`config.mk`:
```
export PLATFORM = sky130hd
export DESIGN_NAME = multicycle_control
export DESIGN_NICKNAME = d
export VERILOG_FILES = /design/src/rtl/multicycle_control.sv
export SDC_FILE = /design/constraint.sdc
export NUM_CORES = 1
export LEC_CHECK = 0
export ABC_AREA = 1
export CAP_MARGIN = 30
export CORE_ASPECT_RATIO = 0.9
export CORE_MARGIN = 2
export CORE_UTILIZATION = 48
export DETAILED_ROUTE_END_ITERATION = 16
export PLACE_DENSITY = 0.85
export SLEW_MARGIN = 20
export SYNTH_ARGS = -nofsm -noshare
export SYNTH_HDL_FRONTEND = slang
export SYNTH_SLANG_ARGS = --single-unit
```
`constraint.sdc`:
```
create_clock -name clk -period 2.6 [get_ports clk]
set_input_delay 0.52 -clock clk [delete_from_list [all_inputs] [get_ports clk]]
set_output_delay 0.52 -clock clk [all_outputs]
set_load 0.03 [all_outputs]
```
`src/rtl/multicycle_control.sv`:
```
// Main control FSM of the multicycle MIPS32 core: sequences fetch/decode/execute/memory/writeback
// and drives datapath enables, mux selects and aluop, with a watchdog on memory handshakes.
module multicycle_control #(
    parameter int TIMEOUT = 16
) (
    input  logic       clk,
    input  logic       rst,
    input  logic [5:0] opcode,
    input  logic       jrsig,
    input  logic       zero,
    input  logic       mem_ready,
    output logic       pc_en,
    output logic       iord,
    output logic       memread,
    output logic       memwrite,
    output logic       irwrite,
    output logic       memtoreg,
    output logic       regdst,
    output logic       regwrite,
    output logic       alusrca,
    output logic [1:0] alusrcb,
    output logic       zext,
    output logic [1:0] pcsrc,
    output logic [1:0] aluop,
    output logic       illegal,
    output logic       mem_err,
    output logic [3:0] state_o
);

    typedef enum logic [3:0] {
        FETCH    = 4'd0,
        DECODE   = 4'd1,
        MEMADR   = 4'd2,
        MEMRD    = 4'd3,
        MEMWB    = 4'd4,
        MEMWR    = 4'd5,
        RTYPE_EX = 4'd6,
        RTYPE_WB = 4'd7,
        BEQ_EX   = 4'd8,
        JUMP     = 4'd9,
        ADDI_EX  = 4'd10,
        ORI_EX   = 4'd11,
        IMM_WB   = 4'd12
    } state_t;

    localparam int CW = (TIMEOUT > 1) ? $clog2(TIMEOUT) : 1;
    localparam logic [CW-1:0] WD_LAST = CW'(TIMEOUT - 1);

    state_t        state, next_state;
    logic [CW-1:0] wd_cnt;
    logic          mem_state;
    logic          timeout;
    logic          pcwrite;
    logic          branch;

    assign mem_state = (state == FETCH) || (state == MEMRD) || (state == MEMWR);
    // mem_ready on the last allowed cycle completes normally, so it masks the abort
    assign timeout   = (TIMEOUT != 0) && mem_state && !mem_ready && (wd_cnt == WD_LAST);

    always_ff @(posedge clk) begin
        if (rst) begin
            state <= FETCH;
        end else begin
            state <= next_state;
        end
    end

    // Counter restarts whenever a state is entered, so it only accumulates while a memory state waits
    always_ff @(posedge clk) begin
        if (rst) begin
            wd_cnt <= '0;
        end else if (timeout || (next_state != state)) begin
            wd_cnt <= '0;
        end else if (mem_state && !mem_ready) begin
            wd_cnt <= wd_cnt + 1'b1;
        end
    end

    always_comb begin
        next_state = FETCH;
        case (state)
            FETCH:    next_state = mem_ready ? DECODE : FETCH;
            DECODE: begin
                case (opcode)
                    6'b000000: next_state = RTYPE_EX;
                    6'b100011,
                    6'b101011: next_state = MEMADR;
                    6'b000100: next_state = BEQ_EX;
                    6'b000010: next_state = JUMP;
                    6'b001000: next_state = ADDI_EX;
                    6'b001101: next_state = ORI_EX;
                    default:   next_state = FETCH;
                endcase
            end
            MEMADR:   next_state = (opcode == 6'b100011) ? MEMRD : MEMWR;
            MEMRD:    next_state = mem_ready ? MEMWB : MEMRD;
            MEMWB:    next_state = FETCH;
            MEMWR:    next_state = mem_ready ? FETCH : MEMWR;
            RTYPE_EX: next_state = jrsig ? FETCH : RTYPE_WB;
            RTYPE_WB: next_state = FETCH;
            BEQ_EX:   next_state = FETCH;
            JUMP:     next_state = FETCH;
            ADDI_EX:  next_state = IMM_WB;
            ORI_EX:   next_state = IMM_WB;
            IMM_WB:   next_state = FETCH;
            default:  next_state = FETCH;
        endcase
        if (timeout) begin
            next_state = FETCH;
        end
    end

    always_comb begin
        pcwrite  = 1'b0;
        branch   = 1'b0;
        iord     = 1'b0;
        memread  = 1'b0;
        memwrite = 1'b0;
        irwrite  = 1'b0;
        memtoreg = 1'b0;
        regdst   = 1'b0;
        regwrite = 1'b0;
        alusrca  = 1'b0;
        alusrcb  = 2'b00;
        zext     = 1'b0;
        pcsrc    = 2'b00;
        aluop    = 2'b00;
        illegal  = 1'b0;
        mem_err  = 1'b0;
        state_o  = 4'd0;
        if (!rst) begin
            state_o = state;
            case (state)
                FETCH: begin
                    memread = 1'b1;
                    alusrcb = 2'b01;
                    irwrite = mem_ready;
                    pcwrite = mem_ready;
                    mem_err = timeout;
                end
                DECODE: begin
                    alusrcb = 2'b11;
                    case (opcode)
                        6'b000000, 6'b100011, 6'b101011, 6'b000100,
                        6'b000010, 6'b001000, 6'b001101: illegal = 1'b0;
                        default:                         illegal = 1'b1;
                    endcase
                end
                MEMADR: begin
                    alusrca = 1'b1;
                    alusrcb = 2'b10;
                end
                MEMRD: begin
                    memread = 1'b1;
                    iord    = 1'b1;
                    mem_err = timeout;
                end
                MEMWB: begin
                    memtoreg = 1'b1;
                    regwrite = 1'b1;
                end
                MEMWR: begin
                    memwrite = !timeout;
                    iord     = 1'b1;
                    mem_err  = timeout;
                end
                RTYPE_EX: begin
                    alusrca = 1'b1;
                    aluop   = 2'b10;
                    if (jrsig) begin
                        pcsrc   = 2'b11;
                        pcwrite = 1'b1;
                    end
                end
                RTYPE_WB: begin
                    aluop    = 2'b10;
                    regdst   = 1'b1;
                    regwrite = 1'b1;
                end
                BEQ_EX: begin
                    alusrca = 1'b1;
                    aluop   = 2'b01;
                    pcsrc   = 2'b01;
                    branch  = 1'b1;
                end
                JUMP: begin
                    pcsrc   = 2'b10;
                    pcwrite = 1'b1;
                end
                ADDI_EX: begin
                    alusrca = 1'b1;
                    alusrcb = 2'b10;
                end
                ORI_EX: begin
                    alusrca = 1'b1;
                    alusrcb = 2'b10;
                    zext    = 1'b1;
                    aluop   = 2'b11;
                end
                IMM_WB: begin
                    regwrite = 1'b1;
                end
                default: begin
                    state_o = state;
                end
            endcase
        end
        pc_en = pcwrite | (branch & zero);
    end

endmodule

```
# [Yosys cells after proc, flatten, opt, wreduce, memory -nomap -nowiden]
# Index checks and enable logic that the tools add are counted.
[op_classes] n_addsub=1 n_eq_ne=20 mux=44 bitwise=2 n_reduce_logical=20
[ops] cell="1-bit two-way mux" count=28
[ops] cell="4-bit one-hot mux with 7 select lines" count=1
[ops] cell="4-bit equality test, second input constant" count=6
[ops] cell="4-bit one-hot mux with 6 select lines" count=1
[ops] cell="2-bit one-hot mux with 3 select lines" count=3
[ops] cell="4-bit by 3-bit equality test with 1-bit output, second input constant" count=4
[ops] cell="6-bit by 4-bit equality test with 1-bit output, second input constant" count=2
[ops] cell="6-bit equality test, second input constant" count=2
[ops] cell="3-bit two-way mux" count=4
[ops] cell="2-bit OR reduction" count=6
[ops] cell="3-bit OR reduction" count=3
[ops] cell="4-bit by 2-bit equality test with 1-bit output, second input constant" count=2
[ops] cell="2-bit two-way mux" count=4
[ops] cell="4-bit two-way mux" count=2
[ops] cell="7-bit OR reduction" count=1
[ops] cell="6-bit by 2-bit equality test with 1-bit output, second input constant" count=1
[ops] cell="6-bit by 3-bit equality test with 1-bit output, second input constant" count=1
[ops] cell="6-bit logical NOT" count=1
[ops] cell="5-bit OR reduction" count=1
[ops] cell="4-bit by 1-bit adder with 4-bit output, second input constant" count=1
[ops] cell="4-bit by 1-bit equality test with 1-bit output, second input constant" count=1
[ops] cell="4-bit logical NOT" count=1
[ops] cell="4-bit != test" count=1
[ops] cell="1-bit logical OR" count=3
[ops] cell="other kinds (5)" count=7
[word_totals] ff_bits=8 input_bits=11 out_inout_bits=22 wordCells=89

# [Depth between registers and ports, before layout]
# Gate-level depths: netlist of run 1.
[logic_depth] depth_word=9 ltp_mapped=12 mapped_depth_nobuf=11

# [Worst setup path after synthesis of run 1]
# Ideal clock, no wire load.
[synth_path] kind="input to output" from="input port rst" to="output port regwrite" t_arrival_ns=2.038 t_required_ns=2.080 path_slack_ns=0.042 stages=4 path_cell_list="clkbuf_1 > nor2_1 > nand2_1 > o21ai_0"
[synth_between] elab_chain_cells=1
[synth_rtl] element="start, declared" line_no="7" rtl="input logic rst,"
[synth_rtl] element="1-bit two-way mux" line_no="131" rtl="if (!rst) begin"
[synth_rtl] element="end, declared" line_no="19" rtl="output logic regwrite,"
# No other way between the ends.

# [Worst setup path after layout of run 1]
[layout_path] from="input port opcode[0]" to="output port illegal"
[layout_between] elab_chain_cells=5 word_cells_on_any_way=11 cone_classes="eq/ne (6); mux (3); reduce/logical (2)"
[layout_rtl] element="start, declared" line_no="8" rtl="input logic [5:0] opcode,"
[layout_rtl] element="6-bit equality test, or another cell as far along" line_no="143" rtl="case (opcode)"
[layout_rtl] element="7-bit OR reduction *" line_no="143"
[layout_rtl] element="1-bit two-way mux *" line_no="143"
[layout_rtl] element="1-bit two-way mux *" line_no="133" rtl="case (state)"
[layout_rtl] element="1-bit two-way mux *" line_no="131"
[layout_rtl] element="end, declared" line_no="25" rtl="output logic illegal,"
# Every way passes the cells marked *; elsewhere a longest branch is shown, timed or not.

==> results of run 1 <==
-- cells by family (layout without fill, tap and decap cells) --
kind of cell,count (synthesis),after routing,share of synthesized area
XOR/XNOR,2,2,0.0189
AO/OA/AOI/OAI,15,15,0.0893
buffers and inverters,33,69,0.142
adder cells (fa/ha/maj),1,1,0.0135
flip-flops,8,8,0.173
AND/OR/NAND/NOR,115,115,0.563
-- critical path, delay by kind of cell --
family / cells / cell delay, ns
buffers and inverters: 3 / 0.78
and+or+nand+nor: 3 / 0.36
AOI/OAI and AO/OA: 1 / 0.22
-- Yosys cell counts --
cell	number	area, um2
a211oi_1	1	7.51
a21oi_1	4	20.0
a31o_2	1	8.76
a31oi_1	1	6.26
and3_1	1	6.26
buf_1	1	3.75
buf_6	1	11.3
clkbuf_1	1	3.75
clkinv_1	1	3.75
dfxtp_1	8	160
ha_1	1	12.5
inv_1	27	101
inv_2	2	7.51
nand2_1	43	161
nand2_2	3	18.8
nand2_4	1	11.3
nand3_1	13	65.1
nand3_2	3	30.0
nand3_4	1	17.5
nand4_1	2	12.5
nor2_1	38	143
nor2_2	4	25.0
nor3_1	6	30.0
o21ai_0	8	40.0
xnor2_1	2	17.5
-- flip-flops by register name, summed over array words and instances (netlist names) --
signal  flops
wd_cnt      4
state       4
-- report_power, final --
group / internal [mW] / total, mW / switching (mW)
registers: 0.126 / 0.130 / 0.00431
logic: 0.0442 / 0.109 / 0.0652
clock network: 0.0527 / 0.0922 / 0.0396
-- per-stage QoR --
step | instance area, um2 | util | std cells | setup WS, ns | power [mW]
after global routing | 1270 | 0.681 | 235 | 0.153 | 0.350
after global placement | 1240 | 0.666 | 232 | 0.163 | 0.239
after CTS | 1260 | 0.678 | 235 | 0.0125 | 0.334
after floorplan | 925 | - | 174 | 0.0417 | 0.198
after detailed placement | 1240 | 0.666 | 232 | 0.112 | 0.241
final | 1270 | 0.681 | 235 | 0.211 | 0.332
-- layer usage --
| layer | global-route usage | vias up |
|---|---|---|
| met1 | 0.317 | 516 |
| met5 | 0 | - |
| li1 | - | 617 |
| met4 | 0.0667 | 0 |
| met2 | 0.384 | 44 |
| met3 | 0.0296 | 4 |
-- final cells by class --
cell class	count	area, um2
flip-flops and latches	8	161
repair buffers	36	305
well taps	25	31.3
multi-input cells	133	633
inverters	30	113
fillers	162	592
clock buffers	3	22.5
-- worst max path at each step --
| stage | from | end | depth (start not counted) |
|---|---|---|---|
| 2_1_floorplan | rst | regwrite | 4 |
| 3_3_place_gp | rst | alusrca | 5 |
| 3_5_place_dp | rst | aluop[0] | 5 |
| 4_1_cts | state[1] | aluop[0] | 7 |
| 5_1_grt | opcode[5] | illegal | 7 |
| 6_report | opcode[0] | illegal | 7 |
==> metrics, run 1 <==
r2r setup slk 0.97 ns; H-tree Lvls 1; Hold EP wd_cnt[1]; largest net degree at the start of global routing 17; Synth warnings 0; CTS Buf Count 3; Nets 224; min cycle time layout 2.39 ns; die width 50.3 um; critical path class in2out; most common cell after layout, fill and taps aside nand2_1; final WL 2530 um; CTS tree yes; CTS sink cnt 8; nets in the synthesized netlist 186; worst hold slack 0.575 ns; Final Max Tran Viols 0; DRC errors left 0; die height 45.6 um; worst-margin pin slew 0.327 ns; DIE AREA 2290 um2; WL met3 168 um; initial core utilization 0.498; post_cts resized 0; Unique masters post-synth 25; area growth from synthesis to layout 36.9%; Met1 Wirelength 1240 um; max-cap violations 0; reg2reg end wd_cnt[1]; Setup crit start kind input port; PortBufs 32; Mapped Area 925 um2; Hold Crit Start wd_cnt[1]; GPL Wtd Cong 0.937; Final Setup Violations 0; Crit Path Max Fanout 4; clk buf depth 2; hold depth 4; Worst R2R Path Depth 11; Fmax achieved 419 MHz; Clock Latency Late Sink 0.25 ns; PwrDens 262 nW/um2; n_diodes 0; Via Count 1181; via/cell ratio 5.03; gr ovfl total 0; CTS clk-pin slew, worst paths 0.05 ns; met2 WL 1100 um; Hold Buf Count CTS 0; crit-path cells clkdlybuf4s50_1, nor2_1, inv_1, nor2_1, a31o_2, nor3_1, buf_4; Critical Path RT 2.08 ns; Worst path slowest cell clkdlybuf4s50_1; worst reg2reg path startpoint state[0]; post-DP HPWL 2140 um; endpoint kind of the worst setup timing path primary output; Pre-antenna DRT Iters 4; RSZ-0062 raised after global routing no; first-pass GRT wire length 4150 um; vias in the first global route 983; num ports 33; flops & latches, synth 8; Top Metal Used met4; Final Cycle Share 0.919; static leakage 0.698 nW; wire per inst 10.8 um; critical path's largest stage delay 0.52 ns; maximum vdd drop 234 uV; # rows 15; ANT nets after route 0; Final Hold Viols 0; outcome complete, no violations; commonest non-fill, non-tap cells in the layout nand2_1, nor2_1, inv_1; initial drt markers 43; slew margin rel. 0.782; setup TNS 0 ns; share of cells above drive strength 1 0.205; most used cell, CP nor2_1; core area 1860 um2; CTS root buf clkbuf_4; cells after synthesis 174; initial antenna violation count 0; CP arrival 1.87 ns; hold crit path type reg2reg; syn_area_per_cell 5.31 um2; sequential cell area fraction in the yosys report 0.173; Total Routing Usage GR 0.232; final setup skew 0.00631 ns; Post-CTS Setup Inserts 0
(Power assumes the default switching activity.)
==> inputs of run 2 (changes only) <==
- CORE_UTILIZATION: 48 -> 50
- CTS_BUF_LIST: default -> sky130_fd_sc_hd__clkbuf_8
- MAX_ROUTING_LAYER: default -> met4
- PLACE_DENSITY: 0.85 -> 0.88
==> metrics, run 2 (synthesis gave the netlist of run 1 again) <==
final setup skew 0.00413 ns (was 0.00631 ns); Setup crit start kind input port (unchanged); outcome complete, no violations (unchanged); initial core utilization 0.544 (was 0.498); Final Hold Viols 0 (unchanged); worst-margin pin slew 0.338 ns (was 0.327 ns); Top Metal Used met4 (unchanged); CP arrival 1.84 ns (was 1.87 ns); hold crit path type reg2reg (unchanged); Via Count 1208 (was 1181); die width 49.3 um (was 50.3 um); DIE AREA 2210 um2 (was 2290 um2); post-DP HPWL 2130 um (was 2140 um); CTS clk-pin slew, worst paths 0.04 ns (was 0.05 ns); Top Registers state (4), wd_cnt (4) (unchanged); CTS sink cnt 8 (unchanged); commonest non-fill, non-tap cells in the layout nand2_1, nor2_1, inv_1 (unchanged); ANT nets after route 0 (unchanged); clk buf depth 2 (unchanged); Critical Path RT 2.08 ns (about the same); CTS Buf Count 3 (unchanged); maximum vdd drop 378 uV (was 234 uV); critical path class in2out (unchanged); critical path's largest stage delay 0.44 ns (was 0.52 ns); most common cell after layout, fill and taps aside nand2_1 (unchanged); Pre-antenna DRT Iters 4 (unchanged); # rows 14 (was 15); Fmax achieved 424 MHz (was 419 MHz); setup TNS 0 ns (unchanged); design area 1270 um2 (about the same); area of the multi-input gates 633 um2 (unchanged); Hold Buf Count CTS 0 (unchanged); total power 0.386 mW (was 0.332 mW); largest net degree at the start of global routing 12 (was 17); num ports 33 (unchanged); endpoint kind of the worst setup timing path primary output (unchanged); DRC errors left 0 (unchanged); Total Routing Usage GR 0.278 (was 0.232); die height 44.8 um (was 45.6 um); crit-path cells clkdlybuf4s50_1, nor2_1, nor2_1, nand3_1, nand3_1, nor3_1, buf_4 (was clkdlybuf4s50_1, nor2_1, inv_1, nor2_1, a31o_2, nor3_1, buf_4); area growth from synthesis to layout 37.9% (was 36.9%); Register Area 160 um2 (was 161 um2); CTS root buf clkbuf_8 (was clkbuf_4); Met1 Wirelength 1200 um (was 1240 um); Placed Cells 231 (was 232); Final Max Tran Viols 0 (unchanged); Final Cycle Share 0.908 (was 0.919); max-cap violations 0 (unchanged); static leakage 0.679 nW (was 0.698 nW); final worst slack 0.240 ns (was 0.211 ns); H-tree Lvls 1 (unchanged); WL met3 249 um (was 168 um); worst hold slack 0.586 ns (was 0.575 ns); post-placement setup slack 0.0473 ns (was 0.112 ns); Worst path slowest cell clkdlybuf4s50_1 (unchanged); Layout Cells excl Fill 234 (was 235); slew margin rel. 0.774 (was 0.782); GPL Wtd Cong 0.913 (was 0.937); initial antenna violation count 0 (unchanged); n_diodes 0 (unchanged); core area 1700 um2 (was 1860 um2); met2 WL 1220 um (was 1100 um); share of cells above drive strength 1 0.200 (was 0.205); Final Setup Violations 0 (unchanged); wire per inst 11.6 um (was 10.8 um); CTS tree yes (unchanged); gr ovfl total 0 (unchanged); final WL 2720 um (was 2530 um); min cycle time layout 2.36 ns (was 2.39 ns); PwrDens 303 nW/um2 (was 262 nW/um2); Clock Latency Late Sink 0.22 ns (was 0.25 ns); vias in the first global route 1076 (was 983); initial drt markers 66 (was 43); post_cts resized 2 (was 0); Post-CTS Setup Inserts 0 (unchanged); Post-DP Area 1240 um2 (about the same); RSZ-0062 raised after global routing no (unchanged); fill cell count 140 (was 162); Crit Path Max Fanout 4 (unchanged); PortBufs 32 (unchanged); Nets 224 (unchanged); final core occ 0.750 (was 0.681); first-pass GRT wire length 4530 um (was 4150 um); via/cell ratio 5.16 (was 5.03)
run 2: cell types whose count changed in the layout (fill, tap and decap cells not counted), sizes merged:
cell | previous run | this run
dlygate4sd2 | 0 | 2
dlymetal6s2s | 2 | 0
run 2: final timing paths:
kind              startpoint         to  slack, ns  cells after the start
setup / recovery   opcode[3]    illegal       0.24                      7
hold / removal     wd_cnt[1]  wd_cnt[1]       0.59                      4
setup reg to reg    state[1]  wd_cnt[1]       0.96                     11
hold reg to reg    wd_cnt[1]  wd_cnt[1]       0.59                      4
run 2: area by class of cell:
class | count | share of cell area
Clock buffer | 3 | 0.0324
Inverter | 30 | 0.0883
Multi-Input combinational cell | 133 | 0.497
Sequential cell | 8 | 0.126
Tap cell | 24 | 0.0236
Timing Repair Buffer | 36 | 0.234
run 2: routing by layer:
metal	vias up	track usage
met3	4	0.0563
met4	0	0.120
li1	612	-
met1	525	0.335
met2	67	0.457
met5	-	-
run 2: where the power goes:
| group | total (mW) | switching, mW | internal [mW] |
|---|---|---|---|
| clock network | 0.144 | 0.0444 | 0.0999 |
| registers | 0.131 | 0.00453 | 0.127 |
| logic | 0.111 | 0.0670 | 0.0440 |
run 2: worst max-delay path: cells and delay by family:
kind | cells | cell delay, ns
and+or+nand+nor | 5 | 0.70
buffers and inverters | 2 | 0.63
==> inputs of run 3 (changes only) <==
- GPL_ROUTABILITY_DRIVEN: default -> 1
==> results of run 3 <==
No change in the layout: final DEF, timing and power equal those of run 2.
